File: src/rtl/ripple_cla_seq_if.sv
// ripple_cla_seq_if: start/result bus for the multi-cycle CLA adder.
//   master : requester (drives en, sub, A, B, c_in; receives results)
//   slave  : adder     (receives operands; drives Output, c_out, overflow, busy, ready)
// Parameter WIDTH must match the adder's WIDTH.
interface ripple_cla_seq_if #(parameter int WIDTH = 16);
  logic             en;
  logic             sub;
  logic [WIDTH-1:0] A;
  logic [WIDTH-1:0] B;
  logic             c_in;
  logic [WIDTH-1:0] Output;
  logic             c_out;
  logic             overflow;
  logic             busy;
  logic             ready;

  modport master (output en, sub, A, B, c_in,
                  input  Output, c_out, overflow, busy, ready);
  modport slave  (input  en, sub, A, B, c_in,
                  output Output, c_out, overflow, busy, ready);
endinterface

File: src/rtl/ripple_cla_seq.sv
// ripple_cla_seq: WIDTH-bit A+B+c_in adder evaluating one BLK-bit carry-lookahead
// group per clock, rippling the group carry LSB->MSB (NBLK = WIDTH/BLK cycles).
// Ports:
//   clk    rising-edge clock
//   reset  asynchronous active-high reset
//   bus    ripple_cla_seq_if.slave: en/sub/A/B/c_in in; Output/c_out/overflow/busy/ready out
// Build option: define SUB_EN to make sub=1 compute A-B (B inverted, carry-in 1).
//   Without SUB_EN the sub input is ignored.

// One carry-lookahead group; c_msb is the carry into the group's top bit.
module ripple_cla_group #(parameter int BLK = 4) (
  input  logic [BLK-1:0] a,
  input  logic [BLK-1:0] b,
  input  logic           ci,
  output logic [BLK-1:0] s,
  output logic           c_msb,
  output logic           co
);
  logic [BLK-1:0] g, p;
  logic [BLK:0]   c;
  logic           term, prod;

  // Each carry is the full sum-of-products of generate/propagate terms,
  // not a chain through the previous carry.
  always_comb begin
    g    = a & b;
    p    = a ^ b;
    c    = '0;
    term = 1'b0;
    prod = 1'b0;
    c[0] = ci;
    for (int i = 0; i < BLK; i++) begin
      term = g[i];
      prod = p[i];
      for (int j = i - 1; j >= 0; j--) begin
        term = term | (prod & g[j]);
        prod = prod & p[j];
      end
      c[i+1] = term | (prod & ci);
    end
  end

  assign s     = p ^ c[BLK-1:0];
  assign c_msb = c[BLK-1];
  assign co    = c[BLK];
endmodule

module ripple_cla_seq #(
  parameter int WIDTH = 16,
  parameter int BLK   = 4
) (
  input  logic          clk,
  input  logic          reset,
  ripple_cla_seq_if.slave bus
);
  localparam int NBLK = WIDTH / BLK;
  localparam int IW   = (NBLK > 1) ? $clog2(NBLK) : 1;
  localparam logic [IW-1:0] LAST = IW'(NBLK - 1);

  typedef enum logic [1:0] {IDLE, RUN, DONE} state_t;

  state_t           state;
  logic [IW-1:0]    idx;
  logic [WIDTH-1:0] a_q, b_q, sum_q;
  logic             carry, co_q, ov_q, busy_q, rdy_q;

  // Effective second operand and carry-in captured at start.
  logic [WIDTH-1:0] b_in;
  logic             ci_in;
`ifdef SUB_EN
  assign b_in  = bus.sub ? ~bus.B : bus.B;
  assign ci_in = bus.sub ? 1'b1   : bus.c_in;
`else
  assign b_in  = bus.B;
  assign ci_in = bus.c_in;
`endif

  logic [BLK-1:0] grp_s;
  logic           grp_cm, grp_co;

  ripple_cla_group #(.BLK(BLK)) u_grp (
    .a    (a_q[idx*BLK +: BLK]),
    .b    (b_q[idx*BLK +: BLK]),
    .ci   (carry),
    .s    (grp_s),
    .c_msb(grp_cm),
    .co   (grp_co)
  );

  // The DONE exit edge doubles as a start-sampling edge, so a held en
  // sustains one operation every NBLK+1 cycles.
  logic start;
  assign start = bus.en && (state == IDLE || state == DONE);

  always_ff @(posedge clk or posedge reset) begin
    if (reset) begin
      state  <= IDLE;
      idx    <= '0;
      a_q    <= '0;
      b_q    <= '0;
      carry  <= 1'b0;
      sum_q  <= '0;
      co_q   <= 1'b0;
      ov_q   <= 1'b0;
      busy_q <= 1'b0;
      rdy_q  <= 1'b0;
    end else if (start) begin
      a_q    <= bus.A;
      b_q    <= b_in;
      carry  <= ci_in;
      sum_q  <= '0;
      co_q   <= 1'b0;
      ov_q   <= 1'b0;
      idx    <= '0;
      busy_q <= 1'b1;
      rdy_q  <= 1'b0;
      state  <= RUN;
    end else begin
      case (state)
        RUN: begin
          sum_q[idx*BLK +: BLK] <= grp_s;
          carry                 <= grp_co;
          if (idx == LAST) begin
            co_q   <= grp_co;
            ov_q   <= grp_cm ^ grp_co;
            idx    <= '0;
            busy_q <= 1'b0;
            rdy_q  <= 1'b1;
            state  <= DONE;
          end else begin
            idx <= idx + 1'b1;
          end
        end
        DONE: begin
          rdy_q <= 1'b0;
          state <= IDLE;
        end
        default: state <= IDLE;
      endcase
    end
  end

  assign bus.Output   = sum_q;
  assign bus.c_out    = co_q;
  assign bus.overflow = ov_q;
  assign bus.busy     = busy_q;
  assign bus.ready    = rdy_q;
endmodule
File: src/flat_wrapper.sv
// flat-port wrapper written by rule: the top's interface ports become plain ports
module ripple_cla_seq_flat 
#(
  parameter int WIDTH = 16,
  parameter int BLK   = 4
)
  (clk, reset, bus_en, bus_sub, bus_A, bus_B, bus_c_in, bus_Output, bus_c_out, bus_overflow, bus_busy, bus_ready);
  ripple_cla_seq_if #(.WIDTH(WIDTH)) bus_i ();
  input  logic clk;
  input  logic reset;
  input wire logic [$bits(bus_i.en)-1:0] bus_en;
  input wire logic [$bits(bus_i.sub)-1:0] bus_sub;
  input wire logic [$bits(bus_i.A)-1:0] bus_A;
  input wire logic [$bits(bus_i.B)-1:0] bus_B;
  input wire logic [$bits(bus_i.c_in)-1:0] bus_c_in;
  output wire logic [$bits(bus_i.Output)-1:0] bus_Output;
  output wire logic [$bits(bus_i.c_out)-1:0] bus_c_out;
  output wire logic [$bits(bus_i.overflow)-1:0] bus_overflow;
  output wire logic [$bits(bus_i.busy)-1:0] bus_busy;
  output wire logic [$bits(bus_i.ready)-1:0] bus_ready;
  assign bus_i.en = bus_en;
  assign bus_i.sub = bus_sub;
  assign bus_i.A = bus_A;
  assign bus_i.B = bus_B;
  assign bus_i.c_in = bus_c_in;
  assign bus_Output = bus_i.Output;
  assign bus_c_out = bus_i.c_out;
  assign bus_overflow = bus_i.overflow;
  assign bus_busy = bus_i.busy;
  assign bus_ready = bus_i.ready;
  ripple_cla_seq #(.WIDTH(WIDTH), .BLK(BLK)) u_core (.clk(clk), .reset(reset), .bus(bus_i));
endmodule
File: config.mk
export PLATFORM = sky130hd
export DESIGN_NAME = ripple_cla_seq_flat
export DESIGN_NICKNAME = d
export VERILOG_FILES = /design/src/rtl/ripple_cla_seq_if.sv /design/src/rtl/ripple_cla_seq.sv /design/src/flat_wrapper.sv
export SDC_FILE = /design/constraint.sdc
export NUM_CORES = 1
export LEC_CHECK = 0
export BUFFER_PORTS_ARGS = -buffer_cell sky130_fd_sc_hd__buf_2
export CAP_MARGIN = 30
export CORE_AREA = 4 4 102 104
export DETAILED_ROUTE_END_ITERATION = 10
export DIE_AREA = 0 0 106 108
export GPL_ROUTABILITY_DRIVEN = 0
export PLACE_DENSITY_LB_ADDON = 0.2
export SETUP_SLACK_MARGIN = 0.4
export SYNTH_ARGS = -nofsm -noshare
export SYNTH_HDL_FRONTEND = slang
export SYNTH_SLANG_ARGS = --single-unit
File: constraint.sdc
create_clock -name clk -period 4.35 [get_ports clk]
set_input_delay 0.6525 -clock clk [delete_from_list [all_inputs] [get_ports clk]]
set_output_delay 0.6525 -clock clk [all_outputs]
set_load 0.1 [all_outputs]
# After elaboration in Yosys (flattened, before gate mapping)
# Cells that the tools add are included.
totals:
  regBits: 57
  inputBits: 37
  word_cells: 81
  output_inout_bits: 20
op_classes:
  shift: 4
  muxes: 23
  add_sub_neg: 2
  eq_ne: 4
  n_reduce_logical: 8
  n_bitwise: 30
op_table:
  columns: ["cell", "n"]
  rows:
  - ["4-bit negator with 34-bit output", 1]
  - ["4-bit by 34-bit variable shift with 16-bit output (first input constant)", 1]
  - ["4-bit by 34-bit variable part select with 16-bit output", 1]
  - ["16-bit two-way mux", 2]
  - ["16-bit by 5-bit variable part select with 4-bit output", 2]
  - ["1-bit AND", 16]
  - ["16-bit bitwise mux", 1]
  - ["1-bit two-way mux", 13]
  - ["2-bit two-way mux", 6]
  - ["1-bit OR", 10]
  - ["4-bit bitwise XOR", 2]
  - ["4-bit AND", 1]
  - ["2-bit equality test (second input constant)", 2]
  - ["2-bit AND reduction", 2]
  - ["2-bit nonzero test", 2]
  - ["3-bit by 1-bit inequality test with 1-bit output (second input constant)", 1]
  - ["3-bit nonzero test", 1]
  - ["2-bit by 1-bit adder with 2-bit output (second input constant)", 1]
  - ["2-bit by 1-bit equality test with 1-bit output (second input constant)", 1]
  - ["2-bit zero test", 1]
  - ["1-bit one-hot mux with 2 select lines", 1]
  - ["1-bit logical AND", 1]
  - ["1-bit logical OR", 1]
  - ["1-bit bitwise XOR", 1]

# Logic depth before layout (Yosys ltp)
logic_depth:
  ltp_word: 11
  ltp_mapped: 7
  ltp_nobuf: 6

# Hierarchy
# Synthesis repeated with hierarchy kept, for this count alone.
unflattened:
  hier_cells: 275
  area_unflattened_um2: 2752.6
by_module_without_submodules:
  columns: ["mod", "seq_area_each_um2", "cells_per_inst", "instances", "area_per_inst_um2"]
  rows:
  - ["ripple_cla_seq", 1426.4, 257, 1, 2597.5]
  - ["ripple_cla_group", 0.0, 18, 1, 155.1]

# Worst setup path after synthesis
# Ideal clock, no wire load.
synth_timing:
  path_type: "register -> register"
  from: "reg u_core.idx[0]"
  to: "reg u_core.sum_q[10], in the netlist u_core.bus.Output[10]"
  synth_period_minus_slack_ns: 2.644
  setup_slack_ns: 1.706
  path_stages_with_launch: 8
  arrival_ns: 2.521
  setup_time_ns: 0.123
  n_path_buf: 1
  required_time_ns: 4.227
  path_cell_list: "dfrtp_1 > buf_2 > mux4_2 > ha_1 > a211o_1 > a21o_1 > and2_1 > a22o_1"
synth_via:
  elab_chain_cells: 11
  word_cells_on_any_way: 26
  cone_classes: "add/sub (1); shift (4); mux (3); bitwise (18)"
synth_rtl:
  columns: ["element", "line_no", "text"]
  rows:
  - ["start: declaration", "ripple_cla_seq.sv:63", "logic [IW-1:0] idx;"]
  - ["start signal: assignment", "ripple_cla_seq.sv:131", "idx <= idx + 1'b1;"]
  - ["16-bit by 5-bit variable part select with 4-bit output (on tied branches)", "ripple_cla_seq.sv:82, ripple_cla_seq.sv:83", null]
  - ["4-bit bitwise XOR / 4-bit AND (equally long branches)", "ripple_cla_seq.sv:27, ripple_cla_seq.sv:26", null]
  - ["1-bit AND (on tied branches)", "ripple_cla_seq.sv:36, ripple_cla_seq.sv:37", null]
  - ["1-bit OR, or another cell as far along", "ripple_cla_seq.sv:36", "term = term | (prod & g[j]);"]
  - ["1-bit OR / 1-bit AND (equally long branches)", "ripple_cla_seq.sv:36, ripple_cla_seq.sv:39", null]
  - ["1-bit OR", "ripple_cla_seq.sv:39", "c[i+1] = term | (prod & ci);"]
  - ["4-bit bitwise XOR", "ripple_cla_seq.sv:43", "assign s = p ^ c[BLK-1:0];"]
  - ["4-bit by 34-bit variable part select with 16-bit output", "ripple_cla_seq.sv:121", "sum_q[idx*BLK +: BLK] <= grp_s;"]
  - ["16-bit bitwise mux (*)", "ripple_cla_seq.sv:121", null]
  - ["16-bit two-way mux (*)", "ripple_cla_seq.sv:119", "case (state)"]
  - ["16-bit two-way mux (*)", "ripple_cla_seq.sv:107", "end else if (start) begin"]
  - ["end signal: indexed assignment", "ripple_cla_seq.sv:121", null]
  - ["end: declaration", "ripple_cla_seq.sv:64", "logic [WIDTH-1:0] a_q, b_q, sum_q;"]
# Mark *: on every way between the ends. The rest lies on a longest branch, timed or not. The select of a mux whose other input is x is not followed.
# A chain may end at the register's enable or synchronous reset.

# Worst setup path in the final report
layout_timing:
  from: "reg u_core.idx[0]"
  to: "reg u_core.sum_q[3], in the netlist u_core.bus.Output[3]"
# The elaborated chain is that of the path after synthesis.

==> impl_metrics.ini <==
[critical_path]
worstRegToRegCells = 6
crit_type = flip-flop to flip-flop
cp_num_buf_inv = 0
critPathLaunchType = flip-flop
slowest_delay_ns = 0.90
cpMaxStageDelayCell = dfrtp_1
crit-reg2reg-capture = u_core.bus.Output[3]$_DFFE_PP0P_
cp.depth = 6
crit_chain = mux4_2 > ha_1 > a211oi_1 > nor2_1 > o311ai_2 > o21ai_0
endpoint = u_core.bus.Output[3]$_DFFE_PP0P_
required_ns = 4.54
endpoint_kind = flip-flop
worst-endpoint-arrival_ns = 3.26
rrSetupSlack_ns = 1.28
crit_path_start = u_core.idx[0]$_DFFE_PP0P_
r2r_start = u_core.idx[0]$_DFFE_PP0P_
path_max_fanout = 17
crit_family = compound AO/OA/AOI/OAI gates

[sta]
setup_viol = 0
fin_crit_sh_pct = 70.5
skew_ns = 0.00944
period_needed_ns = 3.07
setup_ws_ns = 1.28
maxSlewHeadroom_pct = 43.1
slew_viol_final = 0
tightest_slew_ns = 0.854
tns_ns = 0
rsz0062_at_grt = false
finalHoldViolCount = 0
timing.fmax_mhz = 326

[power]
ir_drop_v = 0.000335
powerDensity_nw_per_um2 = 858
power_leakage_nw = 1.77

[synth]
synth_nets = 328
synth_seq_area_share_pct = 51.1
synth-main-ff-cell = dfrtp_1
synth_top_family_by_area = simple AND/OR/NAND/NOR gates
synth_compound_area_share_pct = 9.86
netlist.area_leader.share_pct = 51.1
synth_xor_xnor_area_share_pct = 0.627
syn_inst = 275
synthMuxAreaShare_pct = 7.57
yosys.area_share.simple_pct = 20.4
postSynth.asyncResetShare_pct = 100
synth_cell_types = 40
yosys_warnings = 0
netlist_area_um2 = 2790
yosysMostFrequentCell = nand2_1
synth-edff-count = 0
synth.area.top_cells = dfrtp_1, nand2_1, ha_1
synth_common_cells = nand2_1, dfrtp_1, ha_1, o21ai_0, mux4_2
ys_ff_latch = 57
syn_area_per_cell_um2 = 10.2
synth_top_cell_by_area = dfrtp_1
synth_adder_area_share_pct = 7.44

[global_routing]
met2_usage_pct = 18.4
grtUsageMet1_pct = 15.2
grt_max_degree = 58
antenna_found_initial = 0
grt_pass1_vias = 2056
grtUsageTotal_pct = 11.7
gr-max-usage-layer = met2
grt_pass1_wl_mm = 10.3
met3_usage_pct = 4.42
globalRoute.totalOverflow = 0

[floorplanning]
row_count = 36
dieHeight_um = 108
core_area_um2 = 9550
die_area_um2 = 11400
die_x_um = 106
ios = 57
start_util_pct = 29.2

[cts]
clkSinkCount = 57
cts_tree = built
root_buffer = clkbuf_8
cts_setup_buffers = 0
cts_hold_buf = 0
cts_resized = 0
htree_num_levels = 3
clk_pin_slew_ns = 0.06
cts_buffers = 9
clock_path_buffers = 2
insertion_delay_ns = 0.33

[finish]
drive_gt1_share_pct = 26.1
fin_area_um2 = 3440
antennaDiodeCount = 0
fin_nets = 385
areaGrowthSynthToFinish_pct = 23.3
final_cells = 470

[routing]
wl_mm = 6.27
first_pass_iters = 4
via_per_inst = 4.45
route.detailed.drc = 0
drt-wirelength-per-cell_um = 13.3
drt_iter0_drc = 61
dr_total_vias = 2092
drtAntennaViolNets = 0

[placement]
pre_cts_ws_ns = 1.24
dp_hpwl_mm = 4.34
io_buffers = 55
placed_area_um2 = 3200
placed_cells_incl_taps = 454

[outcome]
status = finished clean

[job]
cap_viol_max_count = 0

[worst_hold_path]
worstHoldPathType = flip-flop to flip-flop
==> routing by layer <==
| layer | wire length [um] | vias to the layer above | part of all wire, % |
|---|---|---|---|
| met5 | 0 | - | 0 |
| met3 | 320 | 4 | 5.1 |
| li1 | - | 1055 | - |
| met1 | 2960 | 985 | 47 |
| met4 | 40 | 0 | 0.64 |
| met2 | 2950 | 48 | 47 |
==> cells in the final DEF, fill, tap and decap left out, types with 3 or more instances in the layout <==
cell       netlist  layout
ha_1            15      15
buf_4            1       3
a22o_1           6       6
dfrtp_1         57      57
a21oi_1          7       7
inv_1            6       5
buf_2            4      55
nand2_1        106     106
nand3_1          3       3
bufinv_16        0       3
clkbuf_8         0      10
nor2_1           7       7
o21ai_0         15      14
mux4_2           8       8
==> cell families (layout without fill, tap and decap cells) <==
group / Yosys count / in the layout
AOI/OAI and AO/OA: 41 / 41
xor gates and xnor gates: 2 / 2
adders and majority gates: 16 / 16
buffers and inverters: 18 / 80
DFF: 57 / 57
muxes: 11 / 11
and+or+nand+nor: 130 / 130
==> registers in the layout (all words and copies together), names as in the netlist <==
signal / cells
u_core.b_q: 16
u_core.bus.busy: 1
u_core.idx: 2
u_core.bus.overflow: 1
u_core.a_q: 16
u_core.bus.Output: 16
u_core.state: 2
u_core.carry: 1
u_core.bus.ready: 1
u_core.bus.c_out: 1
==> layout make-up <==
type / instances / area [um^2]
Inverter: 6 / 22.5
Multi-Input combinational cell: 200 / 1290
Clock inverter: 5 / 103
Clock buffer: 11 / 141
Sequential cell: 57 / 1430
Fill cell: 1007 / 6110
Tap cell: 133 / 166
Timing Repair Buffer: 58 / 298
==> worst min path at each step <==
stage,start,to,slack (ns),cells after the start
6_report,u_core.a_q[4]$_DFFE_PP0P_,u_core.a_q[4]$_DFFE_PP0P_,0.47,2
2_1_floorplan,u_core.a_q[5]$_DFFE_PP0P_,u_core.a_q[5]$_DFFE_PP0P_,0.44,2
3_3_place_gp,u_core.a_q[1]$_DFFE_PP0P_,u_core.a_q[1]$_DFFE_PP0P_,0.45,2
4_1_cts,u_core.b_q[8]$_DFFE_PP0P_,u_core.b_q[8]$_DFFE_PP0P_,0.47,2
5_1_grt,bus_A[7],u_core.a_q[7]$_DFFE_PP0P_,0.48,3
3_5_place_dp,u_core.b_q[8]$_DFFE_PP0P_,u_core.b_q[8]$_DFFE_PP0P_,0.46,2
==> power breakdown <==
group / leakage, nW / switching, mW / internal [mW]
combinational: 0.924 / 0.930 / 0.547
sequential: 0.730 / 0.152 / 0.722
clock: 0.120 / 0.208 / 0.395
==> tightest hold or removal path, stage by stage (launching register included) <==
cell and delay [ns]:
dfrtp_1 0.34, nand2_1 0.05, nand2_1 0.05
==> metrics by stage <==
stage                     hold WS [ns]  utilization, %  total power, mW
after CTS                        0.474            36.1             3.01
after floorplan                  0.440               -             2.03
after global placement           0.453            33.5             2.37
after detailed placement         0.458            33.5             2.39
after global routing             0.484            36.1             3.19
final                            0.469            36.1             2.95
(Power assumes the default switching activity.)
